### config.mk
export PLATFORM = sky130hd
export DESIGN_NAME = seq_multiplier
export DESIGN_NICKNAME = d
export VERILOG_FILES = /design/src/rtl/seq_multiplier.sv
export SDC_FILE = /design/constraint.sdc
export NUM_CORES = 1
export LEC_CHECK = 0
export BUFFER_PORTS_ARGS = -buffer_cell sky130_fd_sc_hd__buf_2
export CORE_UTILIZATION = 45
export CTS_BUF_LIST = sky130_fd_sc_hd__clkbuf_4 sky130_fd_sc_hd__clkbuf_8 sky130_fd_sc_hd__clkbuf_16
export CTS_CLUSTER_DIAMETER = 150
export DETAILED_ROUTE_END_ITERATION = 16
export PLACE_DENSITY = 0.64
export SLEW_MARGIN = 10
export SYNTH_ARGS = -nofsm -noshare
export SYNTH_HDL_FRONTEND = slang
export SYNTH_SLANG_ARGS = --single-unit
export TNS_END_PERCENT = 5
### constraint.sdc
create_clock -name clk -period 2.4 [get_ports clk]
set_input_delay 0.24 -clock clk [delete_from_list [all_inputs] [get_ports clk]]
set_output_delay 0.24 -clock clk [all_outputs]
set_load 0.05 [all_outputs]
### src/rtl/seq_multiplier.sv
// Sequential shift-add unsigned multiplier.
// Produces a 2*WIDTH-bit product, one multiplier bit per cycle, using the same
// en/Select/Busy/Ready handshake as the restoring divider. Ovf flags a product
// that does not fit in WIDTH bits.
module seq_multiplier #(
  parameter int unsigned WIDTH = 12
) (
  input  logic                 clk,
  input  logic                 rst,
  input  logic                 en,
  input  logic                 Select,
  input  logic [WIDTH-1:0]     Multiplicand1,
  input  logic [WIDTH-1:0]     Multiplicand2,
  input  logic [WIDTH-1:0]     Multiplier1,
  input  logic [WIDTH-1:0]     Multiplier2,
  output logic [2*WIDTH-1:0]   Res,
  output logic                 Ovf,
  output logic                 Busy,
  output logic                 Ready
);

  localparam int unsigned CW = $clog2(WIDTH + 1);
  localparam logic [CW-1:0] LastCount = CW'(WIDTH - 1);

  localparam logic [1:0] IDLE = 2'd0;
  localparam logic [1:0] CALC = 2'd1;
  localparam logic [1:0] DONE = 2'd2;
  localparam logic [1:0] WAIT = 2'd3;

  logic [1:0]         state_q, state_d;
  // Multiplicand kept pre-shifted so each step adds A << count directly.
  logic [2*WIDTH-1:0] mcand_q, mcand_d;
  logic [WIDTH-1:0]   mplier_q, mplier_d;
  logic [2*WIDTH-1:0] acc_q, acc_d;
  logic [CW-1:0]      count_q, count_d;
  logic [2*WIDTH-1:0] res_q, res_d;
  logic               ovf_q, ovf_d;
  logic               busy_q, busy_d;
  logic               ready_q, ready_d;

  logic [WIDTH-1:0]   sel_a;
  logic [WIDTH-1:0]   sel_b;

  // Operand pair chosen by Select; only consulted on the capture edge.
  always_comb begin
    sel_a = Select ? Multiplicand1 : Multiplicand2;
    sel_b = Select ? Multiplier1   : Multiplier2;
  end

  // Next-state and datapath for the IDLE/CALC/DONE/WAIT sequence.
  always_comb begin
    state_d  = state_q;
    mcand_d  = mcand_q;
    mplier_d = mplier_q;
    acc_d    = acc_q;
    count_d  = count_q;
    res_d    = res_q;
    ovf_d    = ovf_q;
    busy_d   = busy_q;
    ready_d  = ready_q;

    case (state_q)
      IDLE: begin
        if (en) begin
          mcand_d  = {{WIDTH{1'b0}}, sel_a};
          mplier_d = sel_b;
          acc_d    = '0;
          count_d  = '0;
          busy_d   = 1'b1;
          ready_d  = 1'b0;
          // A zero operand needs no iterations; acc is already the answer.
          state_d  = ((sel_a == '0) || (sel_b == '0)) ? DONE : CALC;
        end
      end

      CALC: begin
        if (!en) begin
          // Abort: drop back to idle, last published result is kept.
          busy_d  = 1'b0;
          ready_d = 1'b0;
          state_d = IDLE;
        end else begin
          if (mplier_q[0]) begin
            acc_d = acc_q + mcand_q;
          end
          mcand_d  = mcand_q << 1;
          mplier_d = mplier_q >> 1;
          count_d  = count_q + 1'b1;
          if (count_q == LastCount) begin
            state_d = DONE;
          end
        end
      end

      DONE: begin
        res_d   = acc_q;
        ovf_d   = |acc_q[2*WIDTH-1:WIDTH];
        busy_d  = 1'b0;
        ready_d = 1'b1;
        state_d = WAIT;
      end

      WAIT: begin
        // Requester must drop en for an edge before a new operation starts.
        if (!en) begin
          ready_d = 1'b0;
          state_d = IDLE;
        end
      end

      default: begin
        busy_d  = 1'b0;
        ready_d = 1'b0;
        state_d = IDLE;
      end
    endcase
  end

  // State registers with synchronous active-high reset.
  always_ff @(posedge clk) begin
    if (rst) begin
      state_q  <= IDLE;
      mcand_q  <= '0;
      mplier_q <= '0;
      acc_q    <= '0;
      count_q  <= '0;
      res_q    <= '0;
      ovf_q    <= 1'b0;
      busy_q   <= 1'b0;
      ready_q  <= 1'b0;
    end else begin
      state_q  <= state_d;
      mcand_q  <= mcand_d;
      mplier_q <= mplier_d;
      acc_q    <= acc_d;
      count_q  <= count_d;
      res_q    <= res_d;
      ovf_q    <= ovf_d;
      busy_q   <= busy_d;
      ready_q  <= ready_d;
    end
  end

  // Outputs come straight from registers.
  always_comb begin
    Res   = res_q;
    Ovf   = ovf_q;
    Busy  = busy_q;
    Ready = ready_q;
  end

endmodule

=== Word level (Yosys, flattened, before mapping) ===
Index checks and enable logic that the tools add are counted.

* Register bits after elaboration: 93
* Input port bits: 52
* Output and inout bits: 27

* Add/sub/neg operators: 2
* Equality and inequality tests: 11
* Mux-type cells: 26
* Reductions and logical operators: 13

{| class="wikitable"
|+ Operators by type and width
! kind !! number
|-
| 24-bit two-way mux || 5
|-
| 24-bit case mux with 2 select lines || 2
|-
| 12-bit two-way mux || 4
|-
| 24-bit adder || 1
|-
| 12-bit logical NOT || 2
|-
| 12-bit case mux with 2 select lines || 1
|-
| 2-bit inequality test (second input constant) || 6
|-
| 12-bit OR reduction || 1
|-
| 2-bit two-way mux || 5
|-
| 3-bit AND reduction || 3
|-
| 4-bit two-way mux || 2
|-
| 2-bit case mux with 4 select lines || 1
|-
| 4-bit case mux with 2 select lines || 1
|-
| 1-bit case mux with 3 select lines || 2
|-
| 4-bit by 1-bit adder with 4-bit output (second input constant) || 1
|-
| 2-bit == test (second input constant) || 2
|-
| 4-bit == test (second input constant) || 1
|-
| 4-bit AND reduction || 1
|-
| 1-bit two-way mux || 3
|-
| 3-bit inequality test (second input constant) || 1
|-
| 3-bit nonzero test || 1
|-
| 2-bit by 1-bit == test with 1-bit output (second input constant) || 1
|-
| 2-bit logical NOT || 1
|-
| 2-bit AND reduction || 1
|-
| other kinds (3) || 3
|}

=== Longest topological paths before layout ===
* Depth after elaboration: 6
* Gate-level depth with buffers: 9

=== Worst setup path before layout ===
No wires, ideal clock.

* Kind: reg-to-reg
* Start point: register mcand_q[0]
* End point: register acc_q[18]
* Setup time: 130 ps
* Arrival: 2,034 ps
* Data required time: 2,270 ps
* Slack: 235 ps
* Stages on the path, launching flop included: 10
* Buffers on the path: 0
* Cells stage by stage: dfxtp_1 ha_1 fa_1 a211oi_1 o21ai_1 a21oi_2 o21ai_2 a211oi_2 xor2_1 o21ai_0

* Cells in the longest elaborated chain, start to end: 4

{| class="wikitable"
|+ RTL lines
! what !! line !! RTL
|-
| start, declared || 32 || <nowiki>logic [2*WIDTH-1:0] mcand_q, mcand_d;</nowiki>
|-
| start signal, assigned || 133 || <nowiki>mcand_q <= mcand_d;</nowiki>
|-
| 24-bit adder || 84 || <nowiki>acc_d = acc_q + mcand_q;</nowiki>
|-
| 24-bit two-way mux || 83 || <nowiki>if (mplier_q[0]) begin</nowiki>
|-
| 24-bit two-way mux || 77 || <nowiki>if (!en) begin</nowiki>
|-
| 24-bit case mux with 2 select lines || 62 || <nowiki>case (state_q)</nowiki>
|-
| end signal, assigned || 125 || <nowiki>acc_q <= '0;</nowiki>
|-
| end signal, assigned || 135 || <nowiki>acc_q <= acc_d;</nowiki>
|-
| end, declared || 34 || <nowiki>logic [2*WIDTH-1:0] acc_q, acc_d;</nowiki>
|}

No other way between the ends. The select of a mux whose other input is x is not followed.
A chain may end at the register's enable or synchronous reset.

=== Worst setup path in the final report ===
Same ends and word-level chain as after synthesis.

==> qor.yml <==
required_ps: 2630
antenna_found_initial: 0
diodes: 0
drc: 0
gp_congestion: 0.864
fin_skew_ps: 5.25
critPathLaunchType: "register"
cts_tree: "yes"
fin_crit_ps: 2250
syn_area_per_cell_sq_um: 8.26
start_util_pct: 47.0
setup_violations: 0
critPathKind: "register to register"
layout_common_cells: "nor2_1, dfxtp_1, buf_2"
wirelength_met1_microns: 5880
grt_pass1_vias: 4268
whs_ps: 142
clk_pin_slew_ps: 60
grt_overflow: 0
firstDrtPassIters: 4
synth-seq-cells: 93
syn-instance-count: 631
grt_max_degree: 76
wl_met2_microns: 5600
syn-cell-area_sq_um: 5210
cts_hold_buf: 0
design.final.nets: 778
async_flop_share_pct: 0
post-cts-setup-buffers: 0
hold_viol: 0
final_common_cell: "nor2_1"
detail_route.iter0.violations: 242
placed_cells: 826
vias: 4539
core-area_sq_um: 11100
pwr_density_cell_nw_per_um2: 753
rows: 38
synth_edf_count: 0
die-area_sq_um: 12000
vias_per_cell: 5.39
p_leak_nw: 2.52
layout-drive-gt1-share_pct: 19.2
antenna_left: 0
slew_headroom_pct: 48.4
synth-seq-area-share_pct: 35.7
cts_max_path_buffers: 2
num_io_pins: 79
routed.top_layer: "met4"
grtUsageTotal_pct: 21.5
fin_cells: 842
drv_slew: 0
yosysUniqueCellTypes: 64
critPathCaptureType: "register"
cts_sinks: 93
crit_fanout: 4
status: "complete, no violations"
route.met3.wl_microns: 383
max_freq_ghz: 0.444
fin_crit_sh_pct: 93.8
finalCoreUtilization_pct: 54.6
synth.net_count: 712
synth_ff_type: "dfxtp_1"
area_growth_pct: 16.1
numCtsBuffers: 9
worst_slew_pin_slew_ps: 774
root_buffer: "clkbuf_16"
hp-class: "input port to register"
yosysWarningCount: 0
critical_path_arrival_ps: 2490
hpwlAfterDp_microns: 8810
die_w_microns: 110
routedWlPerCell_microns: 14.2
portBuffers: 78
grt_pass1_wl_microns: 20200
die_h_microns: 110
h-tree-depth: 3
drv_cap: 0
rsz0062_at_grt: "false"
finalSetupTns_ps: 0
routed_wl_microns: 12000
clock_latency_ps: 350
vdd_drop_max_v: 0.000495
-- area by class of cell --
cell class / count / area, sq um
timing repair buffer: 89 / 485
sequential: 93 / 1860
multi-input combinational: 498 / 3220
fill: 1102 / 5030
clock buffer: 15 / 283
tap: 140 / 175
inverter: 6 / 22.5
clock inverter: 1 / 5.00
-- cells in the mapped netlist (3+ instances only) --
library cell	number	area share (%)
nor2_1	134	9.7
dfxtp_1	93	36
a21oi_1	74	7.1
mux2i_1	49	9.4
nand2_1	41	3.0
ha_1	28	6.7
o21ai_0	23	2.2
clkbuf_1	22	1.6
a22oi_1	19	2.7
o21ai_1	12	1.2
xor2_1	11	1.8
nor4_1	10	1.2
buf_2	8	0.77
xnor2_1	8	1.3
nand4_1	7	0.84
inv_1	6	0.43
nand3_1	6	0.58
nor2b_1	6	0.72
a211oi_1	5	0.72
nor3_1	5	0.48
buf_1	4	0.29
a21o_2	3	0.50
nand2b_1	3	0.36
or4_1	3	0.43
-- stage by stage --
step,setup slack [ps],power (mW),cell area (sq um)
after floorplan,235,2.84,5210
after global placement,44.0,3.19,5750
after detailed placement,20.5,3.21,5750
after CTS,93.3,4.59,6040
after global routing,7.90,4.85,6050
final,148,4.56,6050
-- timing repair --
item / 4_1_cts / 5_1_grt
gates resized for setup: 1 / 3
setup endpoints to repair: 1 / 2
pin swaps: 0 / 3
-- worst max-delay path, stage by stage (launching register included) --
cell and delay (ps):
dfxtp_1 320, ha_2 220, fa_2 350, a211oi_2 280, o21ai_1 150, a21oi_2 200
o21ai_2 130, a211oi_2 250, xor2_1 150, o21ai_0 80
-- sequential cells by signal, summed over array words and instances (netlist names) --
| signal | flops |
|---|---|
| count_q | 4 |
| acc_q | 24 |
| mplier_q | 12 |
| Ovf | 1 |
| state_q | 2 |
| Busy | 1 |
| mcand_q | 24 |
| Ready | 1 |
| Res | 24 |
-- final timing paths --
| kind | to | from | slack (ps) | cells after the start |
|---|---|---|---|---|
| worst max-delay path | acc_q[18] | mcand_q[0] | 150 | 9 |
| worst min-delay path | acc_q[2] | rst | 140 | 2 |
| worst max register to register | acc_q[18] | mcand_q[0] | 150 | 9 |
| worst min register to register | Ready | Ready | 460 | 2 |
-- logic make-up (layout without fill, tap and decap cells) --
kind of cell,after synthesis,count (layout),synth area share [%]
simple gates,231,231,19.9
compound gates,169,169,21.3
flops,93,93,35.7
mux,49,49,9.41
buf+inv,40,111,3.07
fa+ha+maj,29,29,7.11
xor+xnor,20,20,3.51
-- metal layers --
layer  vias up  global-route usage, %
li1       2384                      -
met1      2090                   27.6
met2        54                   35.8
met3        11                   5.57
met4         0                   5.71
met5         -                      0
-- power by group --
part           leakage [nW]  internal [mW]  total [mW]  switching [mW]
sequential            0.753           1.68        1.78           0.101
combinational          1.62          0.508        1.41           0.900
clock                 0.148          0.804        1.37           0.567
total                  2.52           2.99        4.56            1.57
(Power assumes the default switching activity.)
